## config.mk

```make
export PLATFORM = sky130hd
export DESIGN_NAME = uart_tx_mmio
export DESIGN_NICKNAME = d
export VERILOG_FILES = /design/src/rtl/uart_tx_mmio.sv
export SDC_FILE = /design/constraint.sdc
export NUM_CORES = 1
export LEC_CHECK = 0
export ABC_AREA = 1
export CORE_MARGIN = 3
export CORE_UTILIZATION = 55
export CTS_CLUSTER_DIAMETER = 150
export DETAILED_ROUTE_END_ITERATION = 10
export HOLD_SLACK_MARGIN = 0.03
export PLACE_DENSITY = 0.87
export REMOVE_ABC_BUFFERS = 1
export SETUP_SLACK_MARGIN = 0.05
export SLEW_MARGIN = 20
export SYNTH_ARGS = -nofsm -noshare
export SYNTH_HDL_FRONTEND = slang
export SYNTH_SLANG_ARGS = --single-unit
```

## constraint.sdc

```tcl
create_clock -name clk -period 3.9 [get_ports clk]
set_input_delay 1.17 -clock clk [delete_from_list [all_inputs] [get_ports clk]]
set_output_delay 1.17 -clock clk [all_outputs]
set_load 0.01 [all_outputs]
```

## src/rtl/uart_tx_mmio.sv

```systemverilog
// Memory-mapped 8N1 UART transmitter: TXDATA/STATUS/BAUDDIV registers on a simple
// chip-select bus, a byte FIFO, and a bit-serialiser with a programmable divisor.
module uart_tx_mmio #(
  parameter int          DEPTH       = 8,
  parameter logic [15:0] DEFAULT_DIV = 16'd434
) (
  input  logic        clk,
  input  logic        rst,
  input  logic [31:0] addr,
  input  logic        cs,
  input  logic        wr_rd,
  input  logic [31:0] data_bus_write,
  output logic [31:0] data_bus_read,
  output logic        tx
);

  localparam int         PW      = (DEPTH > 1) ? $clog2(DEPTH) : 1;
  localparam logic [4:0] DEPTH_C = 5'(DEPTH);

  typedef enum logic [1:0] {S_IDLE, S_START, S_DATA, S_STOP} state_e;

  logic [7:0]    mem_q [DEPTH];
  logic [PW-1:0] wr_ptr_q, wr_ptr_d, rd_ptr_q, rd_ptr_d;
  logic [4:0]    count_q, count_d;
  logic          ovf_q, ovf_d;
  logic [15:0]   baud_q, baud_d;

  state_e        state_q;
  logic [2:0]    bitcnt_q;
  logic [15:0]   divcnt_q;
  logic [7:0]    shift_q;
  logic          tx_q;

  logic wr_txdata, wr_status, wr_baud;
  logic empty, full, busy, bit_done, pop, push, ovf_set;
  logic [15:0] reload;
  logic [7:0]  head;
  logic        unused_bits;

  assign wr_txdata = cs && wr_rd && (addr[3:2] == 2'd0);
  assign wr_status = cs && wr_rd && (addr[3:2] == 2'd1);
  assign wr_baud   = cs && wr_rd && (addr[3:2] == 2'd2);

  assign empty    = (count_q == 5'd0);
  assign full     = (count_q == DEPTH_C);
  assign busy     = (state_q != S_IDLE);
  assign bit_done = (divcnt_q == 16'd0);

  // The FSM takes the head byte when idle or at the end of a stop bit.
  assign pop     = !empty && ((state_q == S_IDLE) || ((state_q == S_STOP) && bit_done));
  assign push    = wr_txdata && (!full || pop);
  assign ovf_set = wr_txdata && full && !pop;

  // A divisor of 0 behaves as 1, so the reload value is 0 in both cases.
  assign reload = (baud_q == 16'd0) ? 16'd0 : baud_q - 16'd1;
  assign head   = mem_q[rd_ptr_q];

  assign unused_bits = ^{addr[31:4], addr[1:0], data_bus_write[31:16]};

  // NOTE: every always_comb output gets a default first, otherwise a latch is inferred.
  always_comb begin
    wr_ptr_d = wr_ptr_q;
    rd_ptr_d = rd_ptr_q;
    count_d  = count_q;
    if (push) wr_ptr_d = wr_ptr_q + PW'(1);
    if (pop)  rd_ptr_d = rd_ptr_q + PW'(1);
    case ({push, pop})
      2'b10:   count_d = count_q + 5'd1;
      2'b01:   count_d = count_q - 5'd1;
      default: count_d = count_q;
    endcase
    ovf_d  = (ovf_q && !(wr_status && data_bus_write[3])) || ovf_set;
    baud_d = wr_baud ? data_bus_write[15:0] : baud_q;
  end

  // NOTE: the FIFO storage has no reset; emptiness is defined by count and pointers only.
  always_ff @(posedge clk) begin
    if (push) mem_q[wr_ptr_q] <= data_bus_write[7:0];
  end

  // NOTE: sequential state uses non-blocking assignments so every register samples pre-edge values.
  always_ff @(posedge clk) begin
    if (rst) begin
      wr_ptr_q <= '0;
      rd_ptr_q <= '0;
      count_q  <= '0;
      ovf_q    <= 1'b0;
      baud_q   <= DEFAULT_DIV;
    end else begin
      wr_ptr_q <= wr_ptr_d;
      rd_ptr_q <= rd_ptr_d;
      count_q  <= count_d;
      ovf_q    <= ovf_d;
      baud_q   <= baud_d;
    end
  end

  always_ff @(posedge clk) begin
    if (rst) begin
      state_q  <= S_IDLE;
      bitcnt_q <= 3'd0;
      divcnt_q <= 16'd0;
      shift_q  <= 8'd0;
      tx_q     <= 1'b1;
    end else begin
      case (state_q)
        S_IDLE: begin
          if (pop) begin
            shift_q  <= head;
            tx_q     <= 1'b0;
            divcnt_q <= reload;
            state_q  <= S_START;
          end
        end
        S_START: begin
          if (bit_done) begin
            tx_q     <= shift_q[0];
            shift_q  <= shift_q >> 1;
            bitcnt_q <= 3'd0;
            divcnt_q <= reload;
            state_q  <= S_DATA;
          end else begin
            divcnt_q <= divcnt_q - 16'd1;
          end
        end
        S_DATA: begin
          if (bit_done) begin
            divcnt_q <= reload;
            if (bitcnt_q == 3'd7) begin
              tx_q    <= 1'b1;
              state_q <= S_STOP;
            end else begin
              tx_q     <= shift_q[0];
              shift_q  <= shift_q >> 1;
              bitcnt_q <= bitcnt_q + 3'd1;
            end
          end else begin
            divcnt_q <= divcnt_q - 16'd1;
          end
        end
        S_STOP: begin
          if (bit_done) begin
            divcnt_q <= reload;
            if (pop) begin
              shift_q <= head;
              tx_q    <= 1'b0;
              state_q <= S_START;
            end else begin
              state_q <= S_IDLE;
            end
          end else begin
            divcnt_q <= divcnt_q - 16'd1;
          end
        end
        default: state_q <= S_IDLE;
      endcase
    end
  end

  always_comb begin
    data_bus_read = 32'd0;
    if (cs) begin
      case (addr[3:2])
        2'd1:    data_bus_read = {23'd0, count_q, ovf_q, busy, full, empty};
        2'd2:    data_bus_read = {16'd0, baud_q};
        default: data_bus_read = 32'd0;
      endcase
    end
  end

  assign tx = tx_q;

endmodule

```

==> out/results.txt, run 1 <==
Outcome: complete, no violations
Count of state elements after synthesis: 125
Initial Utilization: 56.8%
Maximum clock frequency: 263 MHz
Clk_lat worst skew: 420 ps
DRC violation total after the first TritonRoute iteration: 567
Worst path cell trace: clkdlybuf4s50_1 > inv_1 > ha_2 > buf_4 > a22oi_2 > nor2_1 > dlygate4sd2_1
Number of cells on the worst reg-to-reg path: 19
Worst slack, placed: -159 ps
Dpl cell area: 6730 um^2
Slew Viols, Final: 0
Share of cells above drive strength 1: 11.1%
DIE WIDTH: 113 um
Cts bufs inserted: 17
Cell Rows: 38
# setup viols final: 0
Worst Max-Slew Pin Slew: 973 ps
Met2 usage: 41.6%
Met1 usage in global routing: 29.2%
R2R setup slack: 1570 ps
Mapped Area: 6240 um^2
Vias per cell: 5.86
Gr usage total: 24.3%
IO Port Bufs: 38
P per Cell Area: 712 nW/um^2
Vias: 5366
Nets: 847
Setup Buffers After CTS: 0
CTS Sinks: 125
Min Tclk post-route: 3800 ps
CTS tree: built
Power Total: 5.22 mW
Worst Setup EP: data_bus_read[1]
Die Area: 12700 um^2
Antenna violations before repair: 0
Largest net degree at the start of global routing: 34
Crit Path Category: in -> out
Max Cap Viol: 0
Sequential fraction of the synthesis area: 50.4%
Root buffer cell: clkbuf_16
Dpl hpwl: 9580 um
Post-route ant nets: 0
Largest stage delay, worst path: 500 ps
RSZ-0062 raised after global routing: no
Fin worst setup slack: 105 ps
R2R Path End: count_q[4]
Most common cell after layout, fill and taps aside: nand2_1
GR Util met3: 5.55%
Bufs on Longest Clock Path: 2
Fill count: 754
CP Data Arrival Time: 2630 ps
Gr busiest metal: met2
Min Hold Slack: 465 ps
First-pass iteration count of the detailed router: 5
Routed WL: 15100 um
IO Count: 101
GP Congestion: 0.899
H-tree depth: 4
Final hold viol count: 0
Crit. path cell count: 7
CP Capture Type: output port
Avg Synthesized Cell Area: 8.70 um^2
Syn. warnings: 0
DR DRC count: 0
Slowest-stage cell, CP: clkdlybuf4s50_1
Leakage power: 2.89 nW
Final worst-path cycle share: 97.3%
CTS clock-pin slew for the worst setup and hold paths: 50 ps
Die Y: 113 um
CTS Hold Bufs: 0
Synth unique cells: 49
Worst Path Max Fanout: 9
Post-Synthesis Cells: 717
Min-delay src: bitcnt_q[1]
Total global routing overflow: 0
CP delay by family, top: buffers and inverters
Most frequent cells in the layout: nand2_1 (99), nor2_1 (81), o21ai_0 (76)
Worst Setup SP: addr[2]
Vias in the first global route: 5278
Final core occ: 66.7%
Max transition margin: 35.1%
Skew final: 8.02 ps
Core area: 11000 um^2
Post_cts resized: 19
Startpoint Class: primary input
CP bufs+invs: 4
Worst Path Required: 2730 ps
Layout area overhead: 17.4%
Antenna fix cells: 0
Peak supply drop: 0.000412 V
Cell area after layout: 7330 um^2
Worst reg2reg startpoint: divcnt_q[0]
Worst Hold Class: reg -> reg
DR WL/cell: 16.5 um
First-pass GRT wire length: 24600 um
stage by stage:
step	TNS, ps	std cells
after CTS	0	915
after global routing	0	915
after detailed placement	-1760	883
after global placement	-1240	883
final	0	915
after floorplan	0	693
cell usage after synthesis (all sizes together):
cell type / number / area, um^2
conb: 1 / 3.75
o22ai: 16 / 100
a31oi: 5 / 31.3
a221oi: 2 / 17.5
o2bb2ai: 1 / 8.76
or2: 3 / 18.8
o41ai: 1 / 8.76
edfxtp: 64 / 1920
nand2: 112 / 465
o2111ai: 1 / 8.76
o221ai: 2 / 17.5
nand3: 36 / 203
nor3: 13 / 70.1
o211ai: 9 / 72.6
xnor2: 5 / 43.8
buf: 18 / 130
dfxtp: 61 / 1220
o221a: 1 / 11.3
nand4: 5 / 46.3
nor4: 2 / 12.5
xor2: 11 / 96.3
ha: 17 / 213
o21ai: 81 / 417
clkinv: 2 / 7.51
inv: 66 / 248
a22oi: 3 / 22.5
o31ai: 2 / 15.0
a211oi: 6 / 50.1
and3: 1 / 6.26
a21oi: 59 / 303
nor2: 89 / 364
clkbuf: 21 / 78.8
nand3b: 1 / 7.51
logic make-up after synthesis:
group                    share of synthesized area [%]
XOR/XNOR                                          2.25
adder cells (fa/ha/maj)                           3.41
other                                           0.0601
buffers and inverters                             7.44
flip-flops                                        50.4
AO/OA/AOI/OAI                                     17.4
AND/OR/NAND/NOR                                   19.1
worst reg2reg max path, cell delays in order, from the launching register on:
cell     delay (ps)
dfxtp_1         310
inv_1           180
ha_1            190
nand2_1          60
nor2_2          190
nand3_2         120
nand2_4         130
nand3_4         140
nand2_1         140
nand2_1          70
inv_1            50
ha_1            130
inv_1            40
nand2_1         110
nand3_2          90
nand2_1          60
nand2_1          40
nand2_1          50
nand2_1          60
a21oi_2         110
report_power, final:
group / total, mW / switching (mW) / internal (mW)
clock network: 1.58 / 0.593 / 0.987
logic: 1.92 / 1.28 / 0.641
registers: 1.71 / 0.164 / 1.55
total: 5.22 / 2.04 / 3.18
how the worst min path moves through the flow:
stage / endpoint / slack (ps) / cells after the start
global placement: flip-flop / 440 / 1
global route: bitcnt_q[1] / 490 / 2
CTS: flip-flop / 470 / 1
floorplan: flip-flop / 430 / 1
finish: bitcnt_q[1] / 470 / 2
detailed placement: flip-flop / 450 / 1
state kept, by name, indices dropped and copies added (netlist names), named ones only:
name,cells
tx,1
count_q,5
ovf_q,1
baud_q,16
bitcnt_q,3
shift_q,8
rd_ptr_q,3
divcnt_q,16
state_q,2
wr_ptr_q,3
mem_q,64
metal layers:
layer	routed length [um]	up-vias	share of wire, %
met2	7540	294	50
li1	-	2546	-
met4	372	0	2.5
met3	1290	37	8.6
met1	5870	2489	39
met5	0	-	0
area by class of cell:
cell class | instances | area, um^2 | area share [%]
clock buffers | 21 | 462 | 6.30
clock inverters | 11 | 130 | 1.78
inverters | 68 | 256 | 3.50
multi-input cells | 500 | 2710 | 37.0
flip-flops and latches | 125 | 3140 | 42.9
well taps | 140 | 175 | 2.39
repair buffers | 50 | 450 | 6.15
(Power assumes the default switching activity.)
==> inputs of run 2 (changes only) <==
CORE_MARGIN = unset   (was 3)
==> out/results.txt, run 2 (same netlist as run 1, synthesis figures left out) <==
Outcome: complete, no violations (unchanged)
Skew final: 7.88 ps (was 8.02 ps)
Max transition margin: 33.2% (was 35.1%)
DP Cell Count: 884 (was 883)
Vias: 5501 (was 5366)
R2R Path End: mem_q[2][4] (was count_q[4])
# setup viols final: 0 (unchanged)
Startpoint Class: primary input (unchanged)
Gr usage total: 27.3% (was 24.3%)
Largest net degree at the start of global routing: 34 (unchanged)
Min-delay src: bitcnt_q[1] (unchanged)
Crit Path Category: in -> out (unchanged)
IO Port Bufs: 38 (unchanged)
Bufs on Longest Clock Path: 2 (unchanged)
Final hold viol count: 0 (unchanged)
Max Cap Viol: 0 (unchanged)
GP Congestion: 0.882 (was 0.899)
CP Data Arrival Time: 2610 ps (was 2630 ps)
Antenna fix cells: 0 (unchanged)
Multi-input logic area: 2710 um^2 (about the same)
Layout area overhead: 17.3% (was 17.4%)
Finished Layout Cells: 916 (was 915)
Maximum clock frequency: 265 MHz (was 263 MHz)
DR WL met2: 7520 um (was 7540 um)
CTS tree: built (unchanged)
Worst slack, placed: -191 ps (was -159 ps)
DR DRC count: 0 (unchanged)
Endpoint with the worst hold slack: bitcnt_q[1] (unchanged)
Cts bufs inserted: 17 (unchanged)
Number of cells on the worst reg-to-reg path: 13 (was 19)
Worst reg2reg startpoint: divcnt_q[0] (unchanged)
Vias per cell: 6.01 (was 5.86)
Die Y: 109 um (was 113 um)
TNS Setup: 0 ps (unchanged)
Clk_lat worst skew: 420 ps (about the same)
Antenna violations before repair: 0 (unchanged)
Dpl hpwl: 9570 um (was 9580 um)
Largest registers: mem_q x64, baud_q x16, divcnt_q x16 (unchanged)
DR WL met3: 1340 um (was 1290 um)
Min Hold Slack: 458 ps (was 465 ps)
Nets: 848 (was 847)
First-pass GRT wire length: 24600 um (about the same)
Vias in the first global route: 5187 (was 5278)
RSZ-0062 raised after global routing: yes (was no)
CTS Hold Bufs: 0 (unchanged)
Share of cells above drive strength 1: 11.1% (about the same)
Worst Path Max Fanout: 9 (unchanged)
CTS clock-pin slew for the worst setup and hold paths: 60 ps (was 50 ps)
Reg with most FFs: mem_q (unchanged)
Worst path cell trace: clkdlybuf4s50_1 > inv_1 > ha_2 > buf_4 > a22oi_2 > nor2_1 > dlygate4sd2_1 (unchanged)
Worst Path Required: 2730 ps (about the same)
Core area: 10900 um^2 (was 11000 um^2)
Leakage power: 2.88 nW (was 2.89 nW)
P per Cell Area: 711 nW/um^2 (was 712 nW/um^2)
Worst Hold Class: reg -> reg (unchanged)
Slew Viols, Final: 0 (unchanged)
Sequential Area: 3140 um^2 (unchanged)
Min Tclk post-route: 3780 ps (was 3800 ps)
Total global routing overflow: 0 (unchanged)
CP Capture Type: output port (unchanged)
Top sig layer: met4 (unchanged)
Die Area: 11800 um^2 (was 12700 um^2)
Max FFs per register: 64 (unchanged)
DIE WIDTH: 109 um (was 113 um)
Worst Max-Slew Pin Slew: 1000 ps (was 973 ps)
Slowest-stage cell, CP: clkdlybuf4s50_1 (unchanged)
R2R setup slack: 1590 ps (was 1570 ps)
Fill count: 787 (was 754)
Most common cell after layout, fill and taps aside: nand2_1 (unchanged)
Most frequent cells in the layout: nand2_1 (99), nor2_1 (81), o21ai_0 (76) (unchanged)
DR WL/cell: 16.6 um (was 16.5 um)
H-tree depth: 4 (unchanged)
Initial Utilization: 57.1% (was 56.8%)
Root buffer cell: clkbuf_16 (unchanged)
Hold Crit Depth: 2 (unchanged)
Cell Rows: 38 (unchanged)
IO Count: 101 (unchanged)
Routed WL: 15200 um (was 15100 um)
Power Total: 5.21 mW (was 5.22 mW)
Peak supply drop: 0.000467 V (was 0.000412 V)
DRC violation total after the first TritonRoute iteration: 600 (was 567)
Final worst-path cycle share: 96.9% (was 97.3%)
CTS Sinks: 125 (unchanged)
Largest stage delay, worst path: 480 ps (was 500 ps)
Setup Buffers After CTS: 0 (unchanged)
First-pass iteration count of the detailed router: 5 (unchanged)
Metal1 wirelength: 6050 um (was 5870 um)
Post-route ant nets: 0 (unchanged)
Fin worst setup slack: 121 ps (was 105 ps)
run 2: cell types whose count changed in the layout (fill, tap and decap cells not counted), sizes merged:
cell           change
dlygate4sd2        -3
buf                +1
clkinvlp           +1
clkbuf             -2
clkdlybuf4s15      +3
clkinv             +2
inv                -1
run 2: how the worst max path moves through the flow:
stage / cells after the start / slack, ps / startpoint / end
finish: 7 / 120 / addr[2] / data_bus_read[1]
global route: 7 / 50 / addr[2] / data_bus_read[1]
CTS: 7 / 50 / addr[2] / data_bus_read[0]
detailed placement: 6 / -190 / addr[3] / data_bus_read[5]
global placement: 6 / -130 / addr[2] / data_bus_read[3]
floorplan: 4 / 680 / addr[2] / data_bus_read[10]
run 2: area by class of cell:
type	count	share of cell area, %
Sequential cell	125	42.9
Multi-Input combinational cell	500	37.0
Timing Repair Buffer	51	6.31
Clock buffer	19	5.91
Inverter	68	3.50
Tap cell	140	2.39
Clock inverter	13	1.93
run 2: repair_timing:
item	in CTS	in global routing
endpoints found under the setup margin	16	4
gates cloned	0	0
gates resized for setup	19	6
pin swaps	0	1
run 2: metrics by stage:
stage / utilization (%) / area [um^2]
after floorplan: - / 6090
after global placement: 61.6 / 6740
after detailed placement: 61.6 / 6740
after CTS: 66.8 / 7300
after global routing: 66.9 / 7320
final: 66.9 / 7320
run 2: metal layers:
layer  GRT usage, %  up-vias
li1               -     2547
met1           33.1     2584
met2           46.2      332
met3           6.93       38
met4           10.8        0
met5              0        -
run 2: worst max-delay path, delay by kind of cell:
kind,cells,cell delay (ps)
buffers and inverters,4,1000
adder cells (fa/ha/maj),1,200
AO/OA/AOI/OAI,1,190
AND/OR/NAND/NOR,1,50
run 2: where the power goes:
| part | switching, mW | leakage [nW] | internal (mW) |
|---|---|---|---|
| clock | 0.602 | 0.276 | 0.944 |
| sequential | 0.164 | 1.08 | 1.55 |
| combinational | 1.31 | 1.52 | 0.642 |
==> inputs of run 3 (changes only) <==
ABC_CLOCK_PERIOD_IN_PS = 3900   (was unset)
CORE_UTILIZATION = 36   (was 55)
PLACE_DENSITY = 0.63   (was 0.87)
==> out/results.txt, run 3 (same netlist as run 1, synthesis figures left out) <==
DIE WIDTH: 134 um (was 109 um)
Maximum clock frequency: 265 MHz (about the same)
CP delay by family, top: buffers and inverters (unchanged)
Crit Path Category: in -> out (unchanged)
Skew final: 10.2 ps (was 7.88 ps)
Final hold viol count: 0 (unchanged)
Worst Path Required: 2730 ps (about the same)
First-pass iteration count of the detailed router: 5 (unchanged)
Gr usage total: 16.7% (was 27.3%)
Largest net degree at the start of global routing: 34 (unchanged)
Cts bufs inserted: 17 (unchanged)
RSZ-0062 raised after global routing: no (was yes)
Worst Path Max Fanout: 9 (unchanged)
First-pass GRT wire length: 23300 um (was 24600 um)
Nets: 853 (was 848)
Antenna violations before repair: 0 (unchanged)
CTS clock-pin slew for the worst setup and hold paths: 50 ps (was 60 ps)
Min-delay src: rd_ptr_q[2] (was bitcnt_q[1])
Fill count: 1608 (was 787)
Die Y: 134 um (was 109 um)
Worst Setup SP: addr[2] (unchanged)
GP Congestion: 0.833 (was 0.882)
Worst Hold Class: reg -> reg (unchanged)
DR DRC count: 0 (unchanged)
CTS Sinks: 125 (unchanged)
Slowest-stage cell, CP: clkdlybuf4s50_1 (unchanged)
Logic pwr share: 36.9% (was 37.4%)
Seq pwr share: 33.1% (was 32.9%)
IO Port Bufs: 38 (unchanged)
Startpoint Class: primary input (unchanged)
Final worst-path cycle share: 96.6% (was 96.9%)
Layout area overhead: 19.3% (was 17.3%)
CP Data Arrival Time: 2600 ps (was 2610 ps)
Min Tclk post-route: 3770 ps (was 3780 ps)
Switching share of power: 38.5% (was 39.8%)
# setup viols final: 0 (unchanged)
Most common cell after layout, fill and taps aside: nand2_1 (unchanged)
Vias per cell: 5.01 (was 6.01)
Antenna fix cells: 0 (unchanged)
Max FFs per register: 64 (unchanged)
TNS Setup: 0 ps (unchanged)
CTS Hold Bufs: 0 (unchanged)
Max Cap Viol: 0 (unchanged)
Vias: 5010 (was 5501)
Vias in the first global route: 4589 (was 5187)
Leakage power: 2.91 nW (was 2.88 nW)
Clock power frac: 29.9% (was 29.7%)
Post-route ant nets: 0 (unchanged)
Share of cells above drive strength 1: 11.5% (was 11.1%)
Peak supply drop: 0.000337 V (was 0.000467 V)
CTS tree: built (unchanged)
Min Hold Slack: 453 ps (was 458 ps)
Core area: 16800 um^2 (was 10900 um^2)
Setup Buffers After CTS: 0 (unchanged)
Dpl hpwl: 9470 um (was 9570 um)
Worst path cell trace: clkdlybuf4s50_1 > inv_1 > ha_1 > buf_6 > a22oi_1 > nor2_1 > dlygate4sd2_1 (was clkdlybuf4s50_1 > inv_1 > ha_2 > buf_4 > a22oi_2 > nor2_1 > dlygate4sd2_1)
Largest stage delay, worst path: 470 ps (was 480 ps)
DRC violation total after the first TritonRoute iteration: 400 (was 600)
P per Cell Area: 684 nW/um^2 (was 711 nW/um^2)
Initial Utilization: 37.2% (was 57.1%)
Root buffer cell: clkbuf_16 (unchanged)
Die Area: 17900 um^2 (was 11800 um^2)
CP bufs+invs: 4 (unchanged)
Max transition margin: 39.1% (was 33.2%)
P_sw: 1.96 mW (was 2.07 mW)
Outcome: complete, no violations (unchanged)
Bufs on Longest Clock Path: 2 (unchanged)
Worst Max-Slew Pin Slew: 913 ps (was 1000 ps)
Clk_lat worst skew: 420 ps (about the same)
H-tree depth: 4 (unchanged)
CP Capture Type: output port (unchanged)
Cell Rows: 47 (was 38)
Internal power: 3.13 mW (was 3.14 mW)
DR WL/cell: 14.1 um (was 16.6 um)
Slew Viols, Final: 0 (unchanged)
Largest registers: mem_q x64, baud_q x16, divcnt_q x16 (unchanged)
Final core occ: 44.4% (was 66.9%)
Total global routing overflow: 0 (unchanged)
Fin worst setup slack: 131 ps (was 121 ps)
Worst slack, placed: -160 ps (was -191 ps)
Reg with most FFs: mem_q (unchanged)
IO Count: 101 (unchanged)
Most frequent cells in the layout: nand2_1 (99), nor2_1 (81), o21ai_0 (76) (unchanged)
Routed WL: 14100 um (was 15200 um)
==> run 3: cell types whose count changed in the layout (fill, tap and decap cells not counted), moves of 2 or more <==
cell / previous run / this run
buf_4: 13 / 17
dlygate4sd2_1: 13 / 16
inv_6: 4 / 2
clkdlybuf4s15_1: 3 / 0
clkinv_4: 2 / 4
==> run 3: layout make-up <==
class,instances,area [um^2],share of cell area (%)
flip-flops and latches,125,3140,42.2
multi-input cells,500,2700,36.3
repair buffers,56,499,6.70
clock buffers,18,429,5.76
well taps,220,275,3.70
inverters,68,256,3.44
clock inverters,13,143,1.92
==> run 3: worst register-to-register path, cell delays in order (launching register included) <==
cell,delay (ps)
dfxtp_1,300
buf_4,230
inv_1,710
o21ai_0,190
o22ai_1,230
nand2_1,110
nand3_1,120
o211ai_1,110
a21oi_1,130
==> run 3: metal layers <==
layer	GRT usage [%]	wire, um	part of all wire [%]	up-vias
met1	23.1	6970	50	2332
met5	0	0	0	-
met3	3.77	518	3.7	9
met2	25.4	6450	46	127
met4	6.06	138	0.98	0
li1	-	-	-	2542
==> run 3: timing repair <==
| action | CTS | global route |
|---|---|---|
| endpoints found under the setup margin | 16 | 2 |
| gates cloned | 0 | 0 |
| gates resized for setup | 18 | 3 |
==> run 3: metrics by stage <==
| step | total power, mW | area [um^2] | std cells |
|---|---|---|---|
| 3_3_place_gp | 3.56 | 6880 | 969 |
| 3_5_place_dp | 3.58 | 6880 | 969 |
| 6_report | 5.09 | 7450 | 1000 |
| 5_1_grt | 5.45 | 7450 | 1000 |
| 2_1_floorplan | 3.11 | 6090 | 693 |
| 4_1_cts | 5.11 | 7430 | 1000 |
==> run 3: power groups by stage <==
stage	combinational, mW	sequential [mW]	clock (mW)
after floorplan	1.40	1.71	0
after global placement	1.86	1.71	0
after detailed placement	1.87	1.71	0
after CTS	1.88	1.69	1.54
after global routing	2.13	1.71	1.61
final	1.88	1.69	1.52
==> run 3: path summary, 6_finish.rpt <==
kind | end | slack, ps | depth (start not counted)
max | data_bus_read[1] | 130 | 7
min | flip-flop | 450 | 1
max reg2reg | shift_q[0] | 1700 | 8
min reg2reg | flip-flop | 450 | 1
